==> src/rtl/fifo_proc_pkg.sv <==
// fifo_proc_pkg: shared types and default parameters for the processing FIFO.
//   proc_mode_t : per-entry operation applied by every pipeline stage
//   DEF_*       : default parameter values used by fifo_proc_pipe
package fifo_proc_pkg;

  typedef enum logic {
    MODE_SUB = 1'b0,
    MODE_ADD = 1'b1
  } proc_mode_t;

  localparam int DEF_FIFO_DEPTH = 8;
  localparam int DEF_FIFO_WIDTH = 11;
  localparam int DEF_NUM_LOOPS  = 3;
  localparam int DEF_STEP       = 1;
  localparam int DEF_SATURATE   = 0;
  localparam int DEF_AE_THRESH  = 2;

endpackage

==> src/rtl/fifo_proc_stage.sv <==
// fifo_proc_stage: one registered add/sub stage of the processing pipeline.
//   clk, rstn          : clock, async active-low reset
//   in_vld/in_mode/in_data    : entry entering the stage
//   out_vld/out_mode/out_data : registered entry, data moved by +/-STEP
// Data and mode only update on a valid entry, so out_data holds its last
// result while idle.
module fifo_proc_stage
  import fifo_proc_pkg::*;
#(
  parameter int FIFO_WIDTH = DEF_FIFO_WIDTH,
  parameter int STEP       = DEF_STEP,
  parameter int SATURATE   = DEF_SATURATE
) (
  input  logic                  clk,
  input  logic                  rstn,
  input  logic                  in_vld,
  input  proc_mode_t            in_mode,
  input  logic [FIFO_WIDTH-1:0] in_data,
  output logic                  out_vld,
  output proc_mode_t            out_mode,
  output logic [FIFO_WIDTH-1:0] out_data
);

  // One extra bit exposes carry (add) or borrow (sub).
  localparam logic [FIFO_WIDTH:0] STEP_X = {1'b0, FIFO_WIDTH'(STEP)};

  logic [FIFO_WIDTH:0]   sum, dif;
  logic [FIFO_WIDTH-1:0] nxt;

  always_comb begin
    sum = {1'b0, in_data} + STEP_X;
    dif = {1'b0, in_data} - STEP_X;
    nxt = '0;
    if (in_mode == MODE_ADD)
      nxt = (SATURATE != 0 && sum[FIFO_WIDTH]) ? '1 : sum[FIFO_WIDTH-1:0];
    else
      nxt = (SATURATE != 0 && dif[FIFO_WIDTH]) ? '0 : dif[FIFO_WIDTH-1:0];
  end

  always_ff @(posedge clk or negedge rstn) begin
    if (!rstn) begin
      out_vld  <= 1'b0;
      out_mode <= MODE_SUB;
      out_data <= '0;
    end else begin
      out_vld <= in_vld;
      if (in_vld) begin
        out_mode <= in_mode;
        out_data <= nxt;
      end
    end
  end

endmodule

==> src/rtl/fifo_proc_pipe.sv <==
// fifo_proc_pipe: synchronous FIFO of {mode,data} entries; every accepted pop
// runs the head entry through NUM_LOOPS add/sub stages.
//   clk, rstn                       : clock, async active-low reset
//   push, push_data, push_mode      : write request (mode 1 = add, 0 = sub)
//   pop                             : read request
//   pop_data, pop_valid             : processed result, NUM_LOOPS cycles after pop
//   empty, full, almost_full, almost_empty, count : occupancy status
//   overflow_err, underflow_err     : sticky misuse flags, cleared by reset only
module fifo_proc_pipe
  import fifo_proc_pkg::*;
#(
  parameter int FIFO_DEPTH = DEF_FIFO_DEPTH,
  parameter int FIFO_WIDTH = DEF_FIFO_WIDTH,
  parameter int NUM_LOOPS  = DEF_NUM_LOOPS,
  parameter int STEP       = DEF_STEP,
  parameter int SATURATE   = DEF_SATURATE,
  parameter int AF_THRESH  = FIFO_DEPTH - 2,
  parameter int AE_THRESH  = DEF_AE_THRESH
) (
  input  logic                            clk,
  input  logic                            rstn,
  input  logic                            push,
  input  logic [FIFO_WIDTH-1:0]           push_data,
  input  logic                            push_mode,
  input  logic                            pop,
  output logic [FIFO_WIDTH-1:0]           pop_data,
  output logic                            pop_valid,
  output logic                            empty,
  output logic                            full,
  output logic                            almost_full,
  output logic                            almost_empty,
  output logic [$clog2(FIFO_DEPTH+1)-1:0] count,
  output logic                            overflow_err,
  output logic                            underflow_err
);

  localparam int AW = $clog2(FIFO_DEPTH);
  localparam int CW = $clog2(FIFO_DEPTH+1);

  // Entry layout: {mode, data}
  logic [FIFO_DEPTH-1:0][FIFO_WIDTH:0] mem;
  logic [AW-1:0] wptr, rptr;
  logic          push_acc, pop_acc;

  assign empty        = (count == '0);
  assign full         = (count == CW'(FIFO_DEPTH));
  assign almost_full  = (count >= CW'(AF_THRESH));
  assign almost_empty = (count <= CW'(AE_THRESH));

  // A simultaneous push+pop is judged against the start-of-cycle count, so
  // at full only the pop goes through and at empty only the push does.
  assign push_acc = push && !full;
  assign pop_acc  = pop  && !empty;

  always_ff @(posedge clk or negedge rstn) begin
    if (!rstn) begin
      mem           <= '0;
      wptr          <= '0;
      rptr          <= '0;
      count         <= '0;
      overflow_err  <= 1'b0;
      underflow_err <= 1'b0;
    end else begin
      if (push_acc) begin
        mem[wptr] <= {push_mode, push_data};
        wptr      <= wptr + 1'b1;
      end
      if (pop_acc)
        rptr <= rptr + 1'b1;
      case ({push_acc, pop_acc})
        2'b10:   count <= count + 1'b1;
        2'b01:   count <= count - 1'b1;
        default: count <= count;
      endcase
      if (push && full)  overflow_err  <= 1'b1;
      if (pop  && empty) underflow_err <= 1'b1;
    end
  end

  // Index 0 is the entry leaving the FIFO this cycle; index k+1 is the
  // registered output of stage k.
  logic       [NUM_LOOPS:0]                 vld_pipe;
  proc_mode_t [NUM_LOOPS:0]                 mode_pipe;
  logic       [NUM_LOOPS:0][FIFO_WIDTH-1:0] data_pipe;

  assign vld_pipe[0]  = pop_acc;
  assign mode_pipe[0] = proc_mode_t'(mem[rptr][FIFO_WIDTH]);
  assign data_pipe[0] = mem[rptr][FIFO_WIDTH-1:0];

  for (genvar k = 0; k < NUM_LOOPS; k++) begin : g_stage
    fifo_proc_stage #(
      .FIFO_WIDTH (FIFO_WIDTH),
      .STEP       (STEP),
      .SATURATE   (SATURATE)
    ) u_stage (
      .clk      (clk),
      .rstn     (rstn),
      .in_vld   (vld_pipe[k]),
      .in_mode  (mode_pipe[k]),
      .in_data  (data_pipe[k]),
      .out_vld  (vld_pipe[k+1]),
      .out_mode (mode_pipe[k+1]),
      .out_data (data_pipe[k+1])
    );
  end

  assign pop_valid = vld_pipe[NUM_LOOPS];
  assign pop_data  = data_pipe[NUM_LOOPS];

  // The mode leaving the last stage has no consumer.
  logic unused_mode;
  assign unused_mode = mode_pipe[NUM_LOOPS];

endmodule

==> config.mk <==
export PLATFORM = sky130hd
export DESIGN_NAME = fifo_proc_pipe
export DESIGN_NICKNAME = d
export VERILOG_FILES = /design/src/rtl/fifo_proc_pkg.sv /design/src/rtl/fifo_proc_stage.sv /design/src/rtl/fifo_proc_pipe.sv
export SDC_FILE = /design/constraint.sdc
export NUM_CORES = 1
export LEC_CHECK = 0
export BUFFER_PORTS_ARGS = -buffer_cell sky130_fd_sc_hd__buf_2
export CAP_MARGIN = 20
export CORE_ASPECT_RATIO = 1.1
export CORE_UTILIZATION = 40
export CTS_CLUSTER_SIZE = 16
export DETAILED_ROUTE_END_ITERATION = 12
export PLACE_DENSITY = 0.6
export SETUP_SLACK_MARGIN = 0.05
export SYNTH_ARGS = -nofsm -noshare
export SYNTH_HDL_FRONTEND = slang
export SYNTH_HIERARCHICAL = 1
export SYNTH_SLANG_ARGS = --single-unit
==> constraint.sdc <==
create_clock -name clk -period 7.2 [get_ports clk]
set_input_delay 1.08 -clock clk [delete_from_list [all_inputs] [get_ports clk]]
set_output_delay 1.08 -clock clk [all_outputs]
set_load 0.01 [all_outputs]
==> impl_metrics.env, run 1 <==
export IMPL_gr_max_usage_layer="met2"
export IMPL_fp_dieW_um=139
export IMPL_drive_gt1_share_pct=33.9
export IMPL_cts_resized=0
export IMPL_crit_path_end_kind="flip-flop"
export IMPL_relSlewSlack_pct=34.0
export IMPL_netlist_area_um2=8260
export IMPL_dr_total_vias=5175
export IMPL_syn_nets=667
export IMPL_fin_crit_ps=3590
export IMPL_ant_nets=0
export IMPL_slew_viol_final=0
export IMPL_arrival_ps=3890
export IMPL_final_cell_mix="dfrtp_1, mux2_4, mux2_2"
export IMPL_required_ps=7500
export IMPL_start_util_pct=41.2
export IMPL_crit_type="reg -> reg"
export IMPL_cts_setup_buffers=0
export IMPL_grtUsageMet1_pct=22.9
export IMPL_reg2reg_from="rptr[0]"
export IMPL_use_met2_pct=27.9
export IMPL_violations="design-rule violations"
export IMPL_dp_hpwl_mm=11.5
export IMPL_cts_hold_buffers=0
export IMPL_wl_per_cell_um=18.7
export IMPL_cp_endpoint="g_stage[0].u_stage/out_data[6]"
export IMPL_numCtsBuffers=17
export IMPL_fill_cells=1763
export IMPL_die_area_um2=21200
export IMPL_rsz0062_at_grt="false"
export IMPL_clock_latency_ps=420
export IMPL_grt_pass1_vias=5430
export IMPL_grt_pass1_wl_mm=28.7
export IMPL_grtUsageMet3_pct=3.46
export IMPL_ioPinCount=38
export IMPL_final_setup_viol_count=0
export IMPL_h_tree_depth=4
export IMPL_gp_congestion=0.833
export IMPL_clkTransAtPathRegs_ps=60
export IMPL_syn_inst=616
export IMPL_core_area_um2=20100
export IMPL_area_growth_synth_to_final_pct=9.98
export IMPL_worst_slew_pin_slew_ps=985
export IMPL_hold_viol=0
export IMPL_r2r_slack_ps=3610
export IMPL_clock_sinks=146
export IMPL_gr_total_overflow=0
export IMPL_crit_start="rptr[0]"
export IMPL_antenna_found_initial=0
export IMPL_cts_buffer_depth=2
export IMPL_drt_pass1_iter_count=11
export IMPL_place_area_um2=8550
export IMPL_fin_crit_sh_pct=49.9
export IMPL_fin_tns_setup_ps=0
export IMPL_finalClockSkew_ps=10.7
export IMPL_cts_root_buf="clkbuf_16"
export IMPL_die_height_um=153
export IMPL_yosysWarnings=6
export IMPL_worst_r2r_path_depth=8
export IMPL_crit_reg2reg_capture="g_stage[0].u_stage/out_data[6]"
export IMPL_hold_class="reg -> reg"
export IMPL_rows=54
export IMPL_maxCapViolCount=0
export IMPL_cts_tree="done"
export IMPL_start_kind="flip-flop"
export IMPL_fmax_mhz=278
export IMPL_layout_commonest_cell="dfrtp_1"
export IMPL_critPathMaxFanout=17
export IMPL_design_area_um2=9090
export IMPL_synth_area_per_cell_um2=13.4
export IMPL_utilization_pct=45.3
export IMPL_grt_max_degree=77
export IMPL_drt_initial_drc_count=232
export IMPL_post_route_drc_count=4
export IMPL_finalWirelength_mm=17.0
export IMPL_antenna_cells=0
export IMPL_viasPerCell=5.67
export IMPL_nNetsFinal=698
export IMPL_grt_usage_pct=17.2
export IMPL_status="complete, but fails checks"
export IMPL_portBuffers=37
-- critical path, stage by stage (launching register included) --
cell	delay [ps]
dfrtp_1	700
buf_4	430
mux4_2	540
mux2_2	300
fa_1	450
a211oi_2	360
o21bai_1	170
a2111o_1	420
o311ai_0	100
-- worst min path at each step --
stage | startpoint | endpoint | slack, ps | cells past startpoint
2_1_floorplan | g_stage[0].u_stage/out_vld | g_stage[1].u_stage/out_vld | 440 | 0
3_3_place_gp | underflow_err | underflow_err | 430 | 1
3_5_place_dp | underflow_err | underflow_err | 440 | 1
4_1_cts | underflow_err | underflow_err | 460 | 1
5_1_grt | overflow_err | overflow_err | 490 | 1
6_report | underflow_err | underflow_err | 450 | 1
-- area by class of cell --
type / count / area (um2) / area share [%]
well taps: 252 / 315 / 3.47
repair buffers: 40 / 214 / 2.35
inverters: 21 / 78.8 / 0.867
multi-input cells: 421 / 4280 / 47.1
clock inverters: 11 / 103 / 1.13
flip-flops and latches: 146 / 3650 / 40.2
clock buffers: 21 / 440 / 4.85
-- flip-flops by register name (all words and copies together) (netlist names) --
signal                    cells
count                         4
g_stage.u_stage/out_data     33
g_stage.u_stage/out_mode      2
g_stage.u_stage/out_vld       3
mem                          96
overflow_err                  1
rptr                          3
underflow_err                 1
wptr                          3
-- metal layers --
metal,wire (um),share of wire (%)
met5,0,0
met3,516,3.0
met2,8410,49
met4,171,1.0
met1,7930,47
-- stage by stage --
step                      hold WS [ps]  setup slack (ps)  std cells
after global placement             435              3650        880
after CTS                          457              3570        912
after detailed placement           444              3650        880
after global routing               490              3390        912
final                              453              3610        912
after floorplan                    437              3940        616
Power of run 1 is not shown: default switching activity piles up to over one toggle a cycle in this logic, so the estimate is an artifact.
==> run 2, diff against run 1 <==
--- a/config.mk
+++ b/config.mk
@@ -11,7 +11,7 @@
 export CORE_UTILIZATION = 40
 export CTS_CLUSTER_SIZE = 16
 export DETAILED_ROUTE_END_ITERATION = 12
-export PLACE_DENSITY = 0.6
+export PLACE_DENSITY = 0.62
 export SETUP_SLACK_MARGIN = 0.05
 export SYNTH_ARGS = -nofsm -noshare
 export SYNTH_HDL_FRONTEND = slang
==> constraint.sdc (replaced) <==
create_clock -name clk -period 3.1 [get_ports clk]
set_input_delay 0.465 -clock clk [delete_from_list [all_inputs] [get_ports clk]]
set_output_delay 0.465 -clock clk [all_outputs]
set_load 0.01 [all_outputs]
==> impl_metrics.env, run 2 (synthesis results as in run 1) <==
export IMPL_fin_crit_ps=2910
export IMPL_grt_pass1_vias=5660
export IMPL_worst_r2r_path_depth=9
export IMPL_clkTransAtPathRegs_ps=70
export IMPL_die_height_um=153
export IMPL_fp_dieW_um=139
export IMPL_place_area_um2=8690
export IMPL_cts_buffer_depth=2
export IMPL_fin_tns_setup_ps=0
export IMPL_largest_reg_flops=96
export IMPL_h_tree_depth=4
export IMPL_slew_viol_final=0
export IMPL_worstPathCellList="buf_12, mux4_2, mux2_4, clkinvlp_4, fa_2, a211oi_4, o2111a_1, or4_1, a31oi_1"
export IMPL_gr_total_overflow=0
export IMPL_cp_endpoint="g_stage[0].u_stage/out_data[10]"
export IMPL_reg2reg_from="rptr[0]"
export IMPL_viasPerCell=5.71
export IMPL_worst_slew_pin_slew_ps=616
export IMPL_r2r_slack_ps=190
export IMPL_die_area_um2=21200
export IMPL_status="complete, but fails checks"
export IMPL_largest_register="mem"
export IMPL_post_route_drc_count=3
export IMPL_relSlewSlack_pct=58.9
export IMPL_wl_per_cell_um=18.5
export IMPL_crit_path_end_kind="flip-flop"
export IMPL_fmax_mhz=344
export IMPL_drt_initial_drc_count=367
export IMPL_clock_sinks=146
export IMPL_crit_start="rptr[0]"
export IMPL_max_stage_delay_ps=510
export IMPL_reg_top3="mem (96), g_stage.u_stage/out_data (33), count (4)"
export IMPL_required_ps=3450
export IMPL_ant_nets=0
export IMPL_layout_commonest_cell="dfrtp_1"
export IMPL_grt_pass1_wl_mm=29.4
export IMPL_start_kind="flip-flop"
export IMPL_finalWirelength_mm=17.2
export IMPL_holdWs_ps=1.32
export IMPL_crit_reg2reg_capture="g_stage[0].u_stage/out_data[10]"
export IMPL_grt_usage_pct=17.6
export IMPL_gp_congestion=0.906
export IMPL_maxCapViolCount=0
export IMPL_rows=54
export IMPL_drive_gt1_share_pct=37.5
export IMPL_fin_crit_sh_pct=93.8
export IMPL_cpMaxStageDelayCell="or4_1"
export IMPL_start_util_pct=41.2
export IMPL_hold_class="in -> async"
export IMPL_crit_type="reg -> reg"
export IMPL_arrival_ps=3260
export IMPL_clock_latency_ps=430
export IMPL_finalClockSkew_ps=12.9
export IMPL_design_area_um2=9350
export IMPL_dr_total_vias=5319
export IMPL_portBuffers=37
export IMPL_ioPinCount=38
export IMPL_cts_hold_buffers=0
export IMPL_cts_root_buf="clkbuf_16"
export IMPL_cts_tree="done"
export IMPL_hold_viol=0
export IMPL_dp_hpwl_mm=11.6
export IMPL_final_setup_viol_count=0
export IMPL_antenna_found_initial=0
export IMPL_final_cell_mix="dfrtp_1, mux2_4, mux2_2"
export IMPL_critPathMaxFanout=9
export IMPL_numCtsBuffers=17
export IMPL_area_growth_synth_to_final_pct=13.1
export IMPL_grt_max_degree=67
export IMPL_fill_cells=1744
export IMPL_drt_pass1_iter_count=9
export IMPL_violations="design-rule violations"
export IMPL_nNetsFinal=718
export IMPL_antenna_cells=0
export IMPL_core_area_um2=20100
export IMPL_rsz0062_at_grt="true"
-- run 2: cell types whose count changed in the layout (fill, tap and decap cells not counted), moves of 2 or more --
cell	before	now
buf_12	0	2
buf_4	3	19
clkbuf_1	4	1
clkinv_2	3	1
dfrtp_1	146	144
dfrtp_2	0	2
ha_1	32	30
ha_2	0	2
inv_8	0	3
-- run 2: metal layers --
| metal | routed length (um) | GRT usage (%) |
|---|---|---|
| met5 | 0 | 0 |
| met2 | 8420 | 29.4 |
| met4 | 345 | 7.35 |
| met1 | 7910 | 22.5 |
| met3 | 539 | 3.08 |
-- run 2: cell type report --
cell class              count  area, um2  share of cell area [%]
multi-input cells         421       4310                    46.1
flip-flops and latches    146       3660                    39.1
clock buffers              19        443                    4.74
repair buffers             59        389                    4.16
well taps                 252        315                    3.37
clock inverters            13        145                    1.55
inverters                  21       82.6                   0.883
repair inverters            1       5.00                  0.0535
-- run 2: worst min-delay path by stage --
stage            startpoint                               to  depth (start not counted)  slack (ps)
3_5_place_dp   overflow_err                     overflow_err                          1         440
4_1_cts                rstn   g_stage[2].u_stage/out_data[9]                          1          30
2_1_floorplan          rstn                         count[0]                          0         170
5_1_grt                rstn   g_stage[2].u_stage/out_data[9]                          1          60
6_report               rstn  g_stage[2].u_stage/out_data[10]                          1           1
3_3_place_gp   overflow_err                     overflow_err                          1         440
-- run 2: timing repair --
item                                    in CTS  in global routing
buffers inserted                             1                  3
resized for setup                            0                 12
endpoints found under the setup margin       3                  6
pin swaps                                    0                  2
cloned                                       1                  0
-- run 2: worst max-delay path, delay by kind of cell (launching register included) --
family	cells	cell delay (ps)
mux	2	820
compound gates	3	510
simple gates	1	510
flops	1	400
buf+inv	2	300
fa+ha+maj	1	280
-- run 2: stage by stage --
stage	setup WS (ps)	util, %	cells
6_report	191	46.6	932
5_1_grt	27.8	46.6	932
4_1_cts	19.5	46.3	929
3_5_place_dp	54.4	43.3	895
3_3_place_gp	73.4	43.3	895
2_1_floorplan	58.6	-	616
Power of run 2 is left out for the same reason.
==> run 3, diff against run 2 <==
--- a/config.mk
+++ b/config.mk
@@ -6,12 +6,13 @@
 export NUM_CORES = 1
 export LEC_CHECK = 0
 export BUFFER_PORTS_ARGS = -buffer_cell sky130_fd_sc_hd__buf_2
-export CAP_MARGIN = 20
+export CAP_MARGIN = 25
 export CORE_ASPECT_RATIO = 1.1
 export CORE_UTILIZATION = 40
 export CTS_CLUSTER_SIZE = 16
 export DETAILED_ROUTE_END_ITERATION = 12
 export PLACE_DENSITY = 0.62
+export REMOVE_ABC_BUFFERS = 1
 export SETUP_SLACK_MARGIN = 0.05
 export SYNTH_ARGS = -nofsm -noshare
 export SYNTH_HDL_FRONTEND = slang
==> impl_metrics.env, run 3 (synthesis results as in run 1) <==
export IMPL_status="complete, but fails checks"
export IMPL_violations="design-rule violations"
export IMPL_layout_commonest_cell="dfrtp_1"
export IMPL_area_growth_synth_to_final_pct=14.0
export IMPL_fin_crit_sh_pct=95.0
export IMPL_r2r_slack_ps=160
export IMPL_start_kind="flip-flop"
export IMPL_crit_path_end_kind="flip-flop"
export IMPL_crit_reg2reg_capture="g_stage[0].u_stage/out_data[10]"
export IMPL_viasPerCell=5.56
export IMPL_path_buf_inv=3
export IMPL_portBuffers=37
export IMPL_reg_top3="mem (96), g_stage.u_stage/out_data (33), count (4)"
export IMPL_worst_r2r_path_depth=10
export IMPL_hold_viol=0
export IMPL_gp_congestion=0.878
export IMPL_reg2reg_from="rptr[0]"
export IMPL_worst_slew_pin_slew_ps=829
export IMPL_design_area_um2=9420
export IMPL_max_stage_delay_ps=490
export IMPL_fp_dieW_um=139
export IMPL_worstPathCellList="buf_6, mux4_2, mux2_4, inv_1, buf_12, fa_2, a211oi_4, o2111a_1, or4_1, a31oi_1"
export IMPL_wl_per_cell_um=18.3
export IMPL_dp_hpwl_mm=11.5
export IMPL_start_util_pct=41.2
export IMPL_finalClockSkew_ps=12.5
export IMPL_gr_total_overflow=0
export IMPL_place_area_um2=8730
export IMPL_grt_pass1_wl_mm=29.0
export IMPL_maxCapViolCount=0
export IMPL_drive_gt1_share_pct=37.7
export IMPL_final_setup_viol_count=0
export IMPL_fin_crit_ps=2940
export IMPL_rows=54
export IMPL_drt_initial_drc_count=255
export IMPL_fmax_mhz=340
export IMPL_drt_pass1_iter_count=11
export IMPL_finalWirelength_mm=17.1
export IMPL_critPathMaxFanout=10
export IMPL_required_ps=3440
export IMPL_arrival_ps=3280
export IMPL_clkTransAtPathRegs_ps=60
export IMPL_clock_sinks=146
export IMPL_final_cell_mix="dfrtp_1, mux2_4, mux2_2"
export IMPL_hold_class="in -> async"
export IMPL_core_area_um2=20100
export IMPL_cpMaxStageDelayCell="mux4_2"
export IMPL_slew_viol_final=0
export IMPL_largest_register="mem"
export IMPL_die_area_um2=21200
export IMPL_fin_tns_setup_ps=0
export IMPL_largest_reg_flops=96
export IMPL_grt_pass1_vias=5553
export IMPL_utilization_pct=47.0
export IMPL_cts_buffer_depth=2
export IMPL_h_tree_depth=4
export IMPL_grt_usage_pct=17.2
export IMPL_post_route_drc_count=3
export IMPL_cts_tree="done"
export IMPL_clock_latency_ps=430
export IMPL_die_height_um=153
export IMPL_cts_root_buf="clkbuf_16"
export IMPL_rsz0062_at_grt="true"
export IMPL_antenna_found_initial=1
export IMPL_crit_family="multiplexers"
export IMPL_holdWs_ps=117
export IMPL_fill_cells=1724
export IMPL_nNetsFinal=722
export IMPL_crit_cells=10
export IMPL_relSlewSlack_pct=44.7
export IMPL_grt_max_degree=90
export IMPL_antenna_cells=0
export IMPL_numCtsBuffers=17
export IMPL_dr_total_vias=5200
export IMPL_ant_nets=0
export IMPL_ioPinCount=38
export IMPL_crit_type="reg -> reg"
## run 3: timing repair
action                                  in CTS  in global routing
endpoints found under the setup margin       3                  6
setup buffers                                0                  4
endpoints found under the hold margin        0                  0
hold buffers                                 0                  0
pin swaps                                    0                  3
resized for setup                            0                 12
gates cloned                                 0                  1
## run 3: per-layer routing
layer / wire length (um) / share of wire [%] / global-route usage [%] / vias up
met5: 8 / 0.047 / 0 / -
met3: 510 / 3.0 / 3.96 / 22
met1: 7510 / 44 / 20.7 / 2624
li1: - / - / - / 2464
met2: 8900 / 52 / 30.6 / 88
met4: 199 / 1.2 / 5.03 / 2
## run 3: how the worst max path moves through the flow
stage             from                         endpoint  slack [ps]
3_3_place_gp   rptr[0]   g_stage[0].u_stage/out_data[6]         110
6_report       rptr[0]  g_stage[0].u_stage/out_data[10]         160
2_1_floorplan  rptr[0]  g_stage[0].u_stage/out_data[10]        -570
3_5_place_dp   rptr[0]   g_stage[0].u_stage/out_data[6]          50
4_1_cts        rptr[0]   g_stage[0].u_stage/out_data[6]           6
5_1_grt        rptr[0]   g_stage[0].u_stage/out_data[5]          30
## run 3: metrics by stage
step | std cells | setup WS (ps)
final | 936 | 155
after global routing | 936 | 29.9
after CTS | 931 | 5.56
after detailed placement | 899 | 47.3
after global placement | 899 | 113
after floorplan | 588 | -568
## run 3: cell type report
cell class	instances	area [um2]	area share [%]
Multi-Input combinational cell	421	4320	45.8
Sequential cell	146	3650	38.8
Timing Repair Buffer	64	453	4.81
Clock buffer	18	439	4.66
Tap cell	252	315	3.35
Clock inverter	14	165	1.75
Inverter	21	78.8	0.837
Power of run 3 is left out for the same reason.
